===== src/rtl/demux_sched_if.sv =====
// Serial-source and demux-side signals of the demux_sched round-robin scheduler.
// The slave modport is the scheduler; the master modport is the source/observer.
interface demux_sched_if;
    logic in_valid;
    logic in_data;
    logic in_ready;
    logic d;
    logic s0;
    logic s1;
    logic s2;
    logic d_valid;

    modport master (
        output in_valid, in_data,
        input  in_ready, d, s0, s1, s2, d_valid
    );

    modport slave (
        input  in_valid, in_data,
        output in_ready, d, s0, s1, s2, d_valid
    );
endinterface


===== src/rtl/demux_sched.sv =====
// Round-robin scheduler feeding a 1:8 serial demux in bursts of BURST_LEN bits.
// Optional stall timeout is enabled with the DEMUX_SCHED_TIMEOUT_EN macro.
module demux_sched #(
    parameter int BURST_LEN = 4,
    parameter int TIMEOUT   = 16
) (
    input  logic            clk,
    input  logic            rst,
    input  logic            start,
    input  logic            stop,
    input  logic [7:0]      en_mask,
    input  logic [7:0]      ch_ready,
    output logic            busy,
    output logic            timeout_flag,
    demux_sched_if.slave    bus
);
    typedef enum logic [1:0] {
        IDLE   = 2'd0,
        SEARCH = 2'd1,
        XFER   = 2'd2
    } state_t;

    localparam logic [7:0] LAST_BIT = 8'(BURST_LEN - 1);

    state_t     state;
    logic [2:0] sel;
    logic [2:0] ptr;
    logic [7:0] cnt;
    logic       d_r;
    logic       d_valid_r;
    logic [7:0] eligible;
    logic [3:0] pick;
    logic       in_ready_c;
    logic       xfer;

    // Returns {found, channel}: first eligible channel scanning upward from base, wrapping 7->0.
    function automatic logic [3:0] rr_pick(input logic [7:0] elig, input logic [2:0] base);
        logic [3:0] res;
        logic [2:0] idx;
        res = 4'd0;
        for (int k = 7; k >= 0; k--) begin
            idx = base + 3'(k);
            if (elig[idx]) begin
                res = {1'b1, idx};
            end
        end
        return res;
    endfunction

    // Channel search and handshake decode for the current cycle.
    always_comb begin
        eligible   = en_mask & ch_ready;
        pick       = rr_pick(eligible, ptr);
        in_ready_c = (state == XFER) ? (ch_ready[sel] & en_mask[sel]) : 1'b0;
        xfer       = in_ready_c & bus.in_valid;
    end

    assign bus.in_ready = in_ready_c;
    assign bus.d        = d_r;
    assign bus.d_valid  = d_valid_r;
    assign bus.s0       = sel[0];
    assign bus.s1       = sel[1];
    assign bus.s2       = sel[2];
    assign busy         = (state != IDLE);

`ifdef DEMUX_SCHED_TIMEOUT_EN
    localparam logic [15:0] STALL_LAST = 16'(TIMEOUT - 1);
    logic [15:0] stall;
    logic        timeout_r;
    assign timeout_flag = timeout_r;
`else
    assign timeout_flag = 1'b0;
`endif

    // Scheduler state machine with registered demux outputs.
    always_ff @(posedge clk or posedge rst) begin
        if (rst) begin
            state     <= IDLE;
            sel       <= 3'd0;
            ptr       <= 3'd0;
            cnt       <= 8'd0;
            d_r       <= 1'b0;
            d_valid_r <= 1'b0;
`ifdef DEMUX_SCHED_TIMEOUT_EN
            stall     <= 16'd0;
            timeout_r <= 1'b0;
`endif
        end else begin
            d_r       <= xfer ? bus.in_data : 1'b0;
            d_valid_r <= xfer;
`ifdef DEMUX_SCHED_TIMEOUT_EN
            if (start) begin
                timeout_r <= 1'b0;
            end
`endif
            case (state)
                IDLE: begin
                    if (!stop && start) begin
                        state <= SEARCH;
                    end
                end
                SEARCH: begin
                    if (stop) begin
                        state <= IDLE;
                    end else if (pick[3]) begin
                        sel   <= pick[2:0];
                        cnt   <= 8'd0;
                        state <= XFER;
`ifdef DEMUX_SCHED_TIMEOUT_EN
                        stall <= 16'd0;
`endif
                    end
                end
                XFER: begin
                    if (xfer) begin
                        if (cnt == LAST_BIT) begin
                            cnt   <= 8'd0;
                            ptr   <= sel + 3'd1;
                            state <= SEARCH;
                        end else begin
                            cnt <= cnt + 8'd1;
                        end
                    end
`ifdef DEMUX_SCHED_TIMEOUT_EN
                    // Stall counts only cycles where the selected channel refuses data.
                    if (xfer) begin
                        stall <= 16'd0;
                    end else if (!in_ready_c) begin
                        if (stall == STALL_LAST) begin
                            stall     <= 16'd0;
                            ptr       <= sel + 3'd1;
                            state     <= SEARCH;
                            timeout_r <= 1'b1;
                        end else begin
                            stall <= stall + 16'd1;
                        end
                    end
`endif
                    if (stop) begin
                        state <= IDLE;
                    end
                end
                default: begin
                    state <= IDLE;
                end
            endcase
        end
    end
endmodule


===== src/flat_wrapper.sv =====
// flat-port wrapper written by rule: the top's interface ports become plain ports
module demux_sched_flat 
#(
    parameter int BURST_LEN = 4,
    parameter int TIMEOUT   = 16
)
  (clk, rst, start, stop, en_mask, ch_ready, busy, timeout_flag, bus_in_valid, bus_in_data, bus_in_ready, bus_d, bus_s0, bus_s1, bus_s2, bus_d_valid);
  demux_sched_if bus_i ();
  input  logic clk;
  input  logic rst;
  input  logic start;
  input  logic stop;
  input  logic [7:0] en_mask;
  input  logic [7:0] ch_ready;
  output logic busy;
  output logic timeout_flag;
  input wire logic [$bits(bus_i.in_valid)-1:0] bus_in_valid;
  input wire logic [$bits(bus_i.in_data)-1:0] bus_in_data;
  output wire logic [$bits(bus_i.in_ready)-1:0] bus_in_ready;
  output wire logic [$bits(bus_i.d)-1:0] bus_d;
  output wire logic [$bits(bus_i.s0)-1:0] bus_s0;
  output wire logic [$bits(bus_i.s1)-1:0] bus_s1;
  output wire logic [$bits(bus_i.s2)-1:0] bus_s2;
  output wire logic [$bits(bus_i.d_valid)-1:0] bus_d_valid;
  assign bus_i.in_valid = bus_in_valid;
  assign bus_i.in_data = bus_in_data;
  assign bus_in_ready = bus_i.in_ready;
  assign bus_d = bus_i.d;
  assign bus_s0 = bus_i.s0;
  assign bus_s1 = bus_i.s1;
  assign bus_s2 = bus_i.s2;
  assign bus_d_valid = bus_i.d_valid;
  demux_sched #(.BURST_LEN(BURST_LEN), .TIMEOUT(TIMEOUT)) u_core (.clk(clk), .rst(rst), .start(start), .stop(stop), .en_mask(en_mask), .ch_ready(ch_ready), .busy(busy), .timeout_flag(timeout_flag), .bus(bus_i));
endmodule

===== config.mk =====
export PLATFORM = sky130hd
export DESIGN_NAME = demux_sched_flat
export DESIGN_NICKNAME = d
export VERILOG_FILES = /design/src/rtl/demux_sched_if.sv /design/src/rtl/demux_sched.sv /design/src/flat_wrapper.sv
export SDC_FILE = /design/constraint.sdc
export NUM_CORES = 1
export LEC_CHECK = 0
export CORE_MARGIN = 2
export CORE_UTILIZATION = 44
export CTS_CLUSTER_DIAMETER = 100
export DETAILED_ROUTE_END_ITERATION = 10
export PLACE_DENSITY = 0.66
export SYNTH_ARGS = -nofsm -noshare
export SYNTH_HDL_FRONTEND = slang
export SYNTH_SLANG_ARGS = --single-unit

===== constraint.sdc =====
create_clock -name clk -period 7.1 [get_ports clk]
set_clock_uncertainty 0.15 [all_clocks]
set_input_delay 1.065 -clock clk [delete_from_list [all_inputs] [get_ports clk]]
set_output_delay 1.065 -clock clk [all_outputs]
set_load 0.005 [all_outputs]

Word-level counts from Yosys, hierarchy flattened:

Cells that the tools add are included.

* add/subtract/negate cells: 9
* magnitude comparators: 9
* equality and inequality tests: 10
* muxes and demuxes: 42
* bitwise gates (word level): 4
* reductions and logical operators: 9

Operator list (number)
* $lt A3 B4 Y1 const B: 9
* $mux W4: 8
* $mux W8: 4
* $bmux W1 S3: 10
* $pmux W8 S2: 1
* $add A3 B3 Y3 const B: 4
* $mux W1: 12
* $mux W2: 6
* $add A8 B1 Y8 const B: 1
* $and A8 B8 Y8: 1
* $eq A8 B2 Y1 const B: 1
* $reduce_and A4 Y1: 2
* $add A3 B1 Y3 const B: 2
* $add A3 B2 Y3 const B: 2
* $ne A2 B1 Y1 const B: 3
* $ne A3 B2 Y1 const B: 2
* $pmux W2 S3: 1
* $reduce_and A3 Y1: 2
* $reduce_bool A2 Y1: 2
* $ne A3 B3 Y1 const B: 1
* $and A1 B1 Y1: 2
* $eq A2 B1 Y1 const B: 1
* $eq A2 B2 Y1 const B: 1
* $logic_not A2 Y1: 1
* 4 further kinds: 4

* register bits: 18
* input bits: 22
* output and inout bits: 8
* logic and storage cells: 89

Depth between registers and ports, before layout:

* depth in word-level cells: 14
* gate-level depth with buffers: 10
* depth with buffers taken out: 9

Worst setup path after synthesis:

No wires, ideal clock.

* path kind: input-to-output
* start: input port en_mask[2]
* end: output port bus_in_ready
* arrival time: 2026 ps
* data required time: 5885 ps
* path slack: 3859 ps
* cell stages on the path: 4
* buffers on the path: 0
* cell sequence: nand2_1 -> mux4_2 -> mux2_4 -> nor2_4

* longest elaborated chain between the ends: 4

RTL lines
* start: declaration: RTL line flat_wrapper.sv:13 `input logic [7:0] en_mask;`
* $bmux W1 S3: RTL line demux_sched.sv:54 `in_ready_c = (state == XFER) ? (ch_ready[sel] & en_mask[sel]) : 1'b0;`
* $mux W1 (not written as such): RTL line demux_sched.sv:54
* $and A1 B1 Y1: RTL line demux_sched.sv:54
* $mux W1: RTL line demux_sched.sv:54
* end: declaration: RTL line flat_wrapper.sv:19 `output wire logic [$bits(bus_i.in_ready)-1:0] bus_in_ready;`

Every way passes these cells. The select of a mux whose other input is x is not followed.

Final worst setup path:

Same ends and word-level chain as after synthesis.

==> flow_results.org <==
** Outcome
- The run finished with clean final reports.

** Timing
- Final period utilization :: 0.610
- The final-report max-slew violation count was 0.
- Setup-violating endpoint count in the final report :: 0
- Setup repair after global routing left no endpoint under its margin.
- The worst path needs 4.33 ns of the cycle, external delays included.
- Setup total negative slack on the finished layout was measured at 0 ns.
- Achievable frequency :: 0.231 GHz
- Hold is met by 0.342 ns.
- Number of failing hold endpoints at the final stage :: 0
- At the pin with the least slew margin, the transition time is 0.787 ns.
- Remaining max-slew budget at the tightest pin :: 0.462

** Min path
- The worst hold path begins at u_core.cnt[7].
- The path with the worst hold slack has its endpoint at u_core.cnt[7].
- Along the worst hold path, the cell count comes to 1.
- The min-delay analysis places its worst path in the category flip-flop to flip-flop.

** CTS
- Clock tree synthesis inserted a total of 3 buffers.
- TritonCTS clock tree :: yes
- Register clock-pin slew on the reported worst setup and hold paths :: 0.07 ns
- Resized cells post-CTS :: 0
- The root buffer cell chosen for the clock tree is sky130_fd_sc_hd__clkbuf_8.
- Once the clock tree was built, the setup fixing pass inserted 0 buffers.
- Maximum buffer depth of the clock tree :: 2
- CTS H-tree depth :: 1
- Clock latency on the worst-skew pair :: 0.25 ns
- Clock sink total :: 18
- Count of hold-fix buffers inserted at cts :: 0

** Logic synthesis
- Synthesis produced 207 cells.
- Counting flops with a built-in enable in the synthesized netlist gives 0.
- Counting flops and latches in the post-synthesis netlist gives 18.
- During synthesis, Yosys emitted a total of 0 warnings.
- Counting distinct cell types in the post-synthesis netlist gives 51.
- In this run the cell area of the synthesized design comes to 0.00178 mm2.
- For this run, asynchronously set or reset flops after synthesis account for 1.00.
- Primary flip-flop cell chosen by synthesis mapping :: sky130_fd_sc_hd__dfrtp_1
- Dividing the synthesized area by the synthesized cell count gives 8.61 um2.
- Of the synthesized area, sequential elements account for 0.253.
- Syn_nets :: 233

** Placement
- Cell count after placement :: 278
- Buffers placed on the I/O ports in this run total 28.
- Detailed placement finished with a half-perimeter wire length of 3230 um.
- At the end of routability-driven placement, the weighted congestion stood at 0.870.

** Critical path
- The worst register-to-register path has a setup slack of 3.64 ns.
- Arrival time of the worst setup path :: 3.11 ns
- Peak fanout along the critical path :: 7
- The critical path is of the input pin to output pin type.
- Source of the worst register-to-register timing path :: u_core.ptr[1]
- The worst setup path is captured at an output pin.
- Critical Path Slowest Stage Cell :: sky130_fd_sc_hd__clkdlybuf4s50_1
- Most numerous cell on the critical path :: sky130_fd_sc_hd__clkdlybuf4s50_1
- The largest single stage delay on the critical path is 0.51 ns.
- At the worst endpoint, the required time is 5.88 ns.
- Cell family with most CP delay :: buffers and inverters
- For the worst flop-to-flop path, the logic depth is 8.
- Ordered list of cells on the worst path :: clkdlybuf4s50_1 > nand2_1 > mux4_2 > mux2_4 > nor2_4 > clkdlybuf4s50_1
- The number of buffers and inverters on the critical path is 2.
- Capture point of the worst reg-to-reg path :: u_core.sel[2]
- The worst setup path is launched from an input pin.

** Floorplanning
- Die height :: 67.7 um
- Die area :: 0.00458 mm2
- Measured along the x axis, the die boundary spans 67.7 um.
- The initial utilization of the core area, before any placement, comes to 0.452.
- Number of standard-cell rows in the floorplan :: 23
- Area inside the core boundary :: 0.00394 mm2
- During I/O placement, the number of pins put on the boundary was 30.

** Pwr
- Of the total power, registers draw 0.390.
- Power after layout :: 347 uW
- Across the VDD grid, the largest voltage drop is 0.000112 V.
- Internal Dissipation :: 234 uW
- The share of total power dissipated in combinational logic is 0.371.
- Of the total power, the share spent switching nets is 0.326.
- Of the total power, the clock network draws 0.240.
- In this run the static leakage power is 0.000846 uW.
- Power spread over the standard cell area amounts to 162 mW/mm2.
- Total net switching power :: 113 uW

** Job
- Max-cap violations in this run came to 0.

** Finish
- Number of nets in the layout :: 259
- Relative area change from synthesis to final layout :: 20.0%
- Fill cell total of the finished layout :: 369
- For this run, the number of standard cells in the final layout without fillers is 282.
- The number of antenna diodes in the final layout is 0.
- Of the cells placed in the final design, the portion with a size suffix greater than 1 is 0.121.

** GRT
- Entering global routing, the biggest net connects 22 pins.
- After global routing the overflow that remains totals 0.
- Via count of the first global-routing pass :: 1396
- The number of antenna violations at the first check in global routing is 0.
- Total global routing track utilization :: 0.198
- Wire length of the first global-routing pass :: 6840 um

** Routing
- Dividing the detail-routed wire length by the instance count gives 14.9 um.
- Via count of the routed design :: 1696
- ANT nets after route :: 0
- Wires add up to 4190 um.
- For this block, the initial DRC count from the detailed router was 164.
- Detailed Routing Iterations Pass 1 :: 4
- After detailed routing, the number of vias per cell comes to 6.01.
- Number of DRC violations after detailed routing :: 0
[Yosys cell counts (all sizes together), types with 2 or more instances]
cell type	count	area [um2]
nand2	25	98.8
o21ai	24	120
nor2	22	90.1
dfrtp	18	450
nand3	12	60.1
mux4	11	248
a21oi	7	35.0
inv	7	26.3
nor2b	6	37.5
o31ai	6	60.1
and2	5	31.3
mux2i	5	50.1
clkbuf	4	15.0
ha	4	50.1
nand2b	4	25.0
a211oi	3	22.5
a31oi	3	18.8
and3	3	18.8
buf	3	26.3
nor3	3	20.0
o2111ai	3	26.3
o211ai	3	22.5
or2	3	21.3
xor2	3	26.3
nand4	2	12.5
[power groups by stage]
stage          sequential [uW]  combinational, uW  clock [uW]
2_1_floorplan              131               84.5           0
3_3_place_gp               137                128           0
3_5_place_dp               137                128           0
4_1_cts                    135                129        86.7
5_1_grt                    137                143        94.1
6_report                   135                129        83.2
[per-layer routing]
| metal | global-route usage | vias up | wire, um |
|---|---|---|---|
| met5 | 0 | - | 0 |
| met4 | 0.0485 | 0 | 25 |
| met3 | 0.0350 | 4 | 173 |
| met2 | 0.279 | 56 | 1880 |
| met1 | 0.307 | 808 | 2110 |
| li1 | - | 828 | - |
[final cells by class]
class,instances,area [um2],area share
Multi-Input combinational cell,174,1260,0.589
Sequential cell,18,450,0.211
Timing Repair Buffer,28,280,0.131
Tap cell,50,62.6,0.0292
Clock buffer,4,55.1,0.0257
Inverter,8,31.3,0.0146
[worst max path at each step]
| stage | cells past startpoint | start | to | slack (ns) |
|---|---|---|---|---|
| after global placement | 6 | en_mask[2] | bus_in_ready | 2.78 |
| final | 6 | en_mask[2] | bus_in_ready | 2.77 |
| after floorplan | 4 | en_mask[2] | bus_in_ready | 3.86 |
| after global routing | 6 | ch_ready[1] | bus_in_ready | 2.68 |
| after detailed placement | 6 | en_mask[2] | bus_in_ready | 2.77 |
| after CTS | 6 | en_mask[2] | bus_in_ready | 2.77 |
[sequential cells by signal, indices dropped and copies added, names as in the netlist]
name / count
u_core.bus.d: 1
u_core.bus.d_valid: 1
u_core.cnt: 8
u_core.ptr: 3
u_core.sel: 3
u_core.state: 2
[stage by stage]
| stage | area, um2 | utilization | worst slack, ns |
|---|---|---|---|
| floorplan | 1780 | - | 3.86 |
| global placement | 2080 | 0.529 | 2.78 |
| detailed placement | 2080 | 0.529 | 2.77 |
| CTS | 2140 | 0.543 | 2.77 |
| global route | 2140 | 0.543 | 2.68 |
| finish | 2140 | 0.543 | 2.77 |
[cell families after synthesis]
| group | share of synthesized area |
|---|---|
| simple gates | 0.241 |
| compound gates | 0.241 |
| flops | 0.253 |
| mux | 0.175 |
| buf+inv | 0.0407 |
| fa+ha+maj | 0.0281 |
| xor+xnor | 0.0197 |
| other cells | 0.00210 |
[layout by cell type (no fill, tap or decap), types with 2 or more instances in the layout]
cell	count
sky130_fd_sc_hd__clkdlybuf4s50_1	28
sky130_fd_sc_hd__o21ai_0	24
sky130_fd_sc_hd__nand2_1	23
sky130_fd_sc_hd__nor2_1	21
sky130_fd_sc_hd__dfrtp_1	18
sky130_fd_sc_hd__nand3_1	12
sky130_fd_sc_hd__mux4_2	11
sky130_fd_sc_hd__a21oi_1	7
sky130_fd_sc_hd__nor2b_1	6
sky130_fd_sc_hd__inv_1	6
sky130_fd_sc_hd__and2_1	5
sky130_fd_sc_hd__mux2i_1	5
sky130_fd_sc_hd__nand2b_1	4
sky130_fd_sc_hd__ha_1	4
sky130_fd_sc_hd__clkbuf_8	4
sky130_fd_sc_hd__o2111ai_1	3
sky130_fd_sc_hd__and3_1	3
sky130_fd_sc_hd__o31ai_2	3
sky130_fd_sc_hd__a211oi_1	3
sky130_fd_sc_hd__o211ai_1	3
sky130_fd_sc_hd__o31ai_1	3
sky130_fd_sc_hd__xor2_1	3
sky130_fd_sc_hd__a31oi_1	3
sky130_fd_sc_hd__nand4_1	2
sky130_fd_sc_hd__nand2_2	2
sky130_fd_sc_hd__nor3_1	2
(Power assumes the default switching activity.)
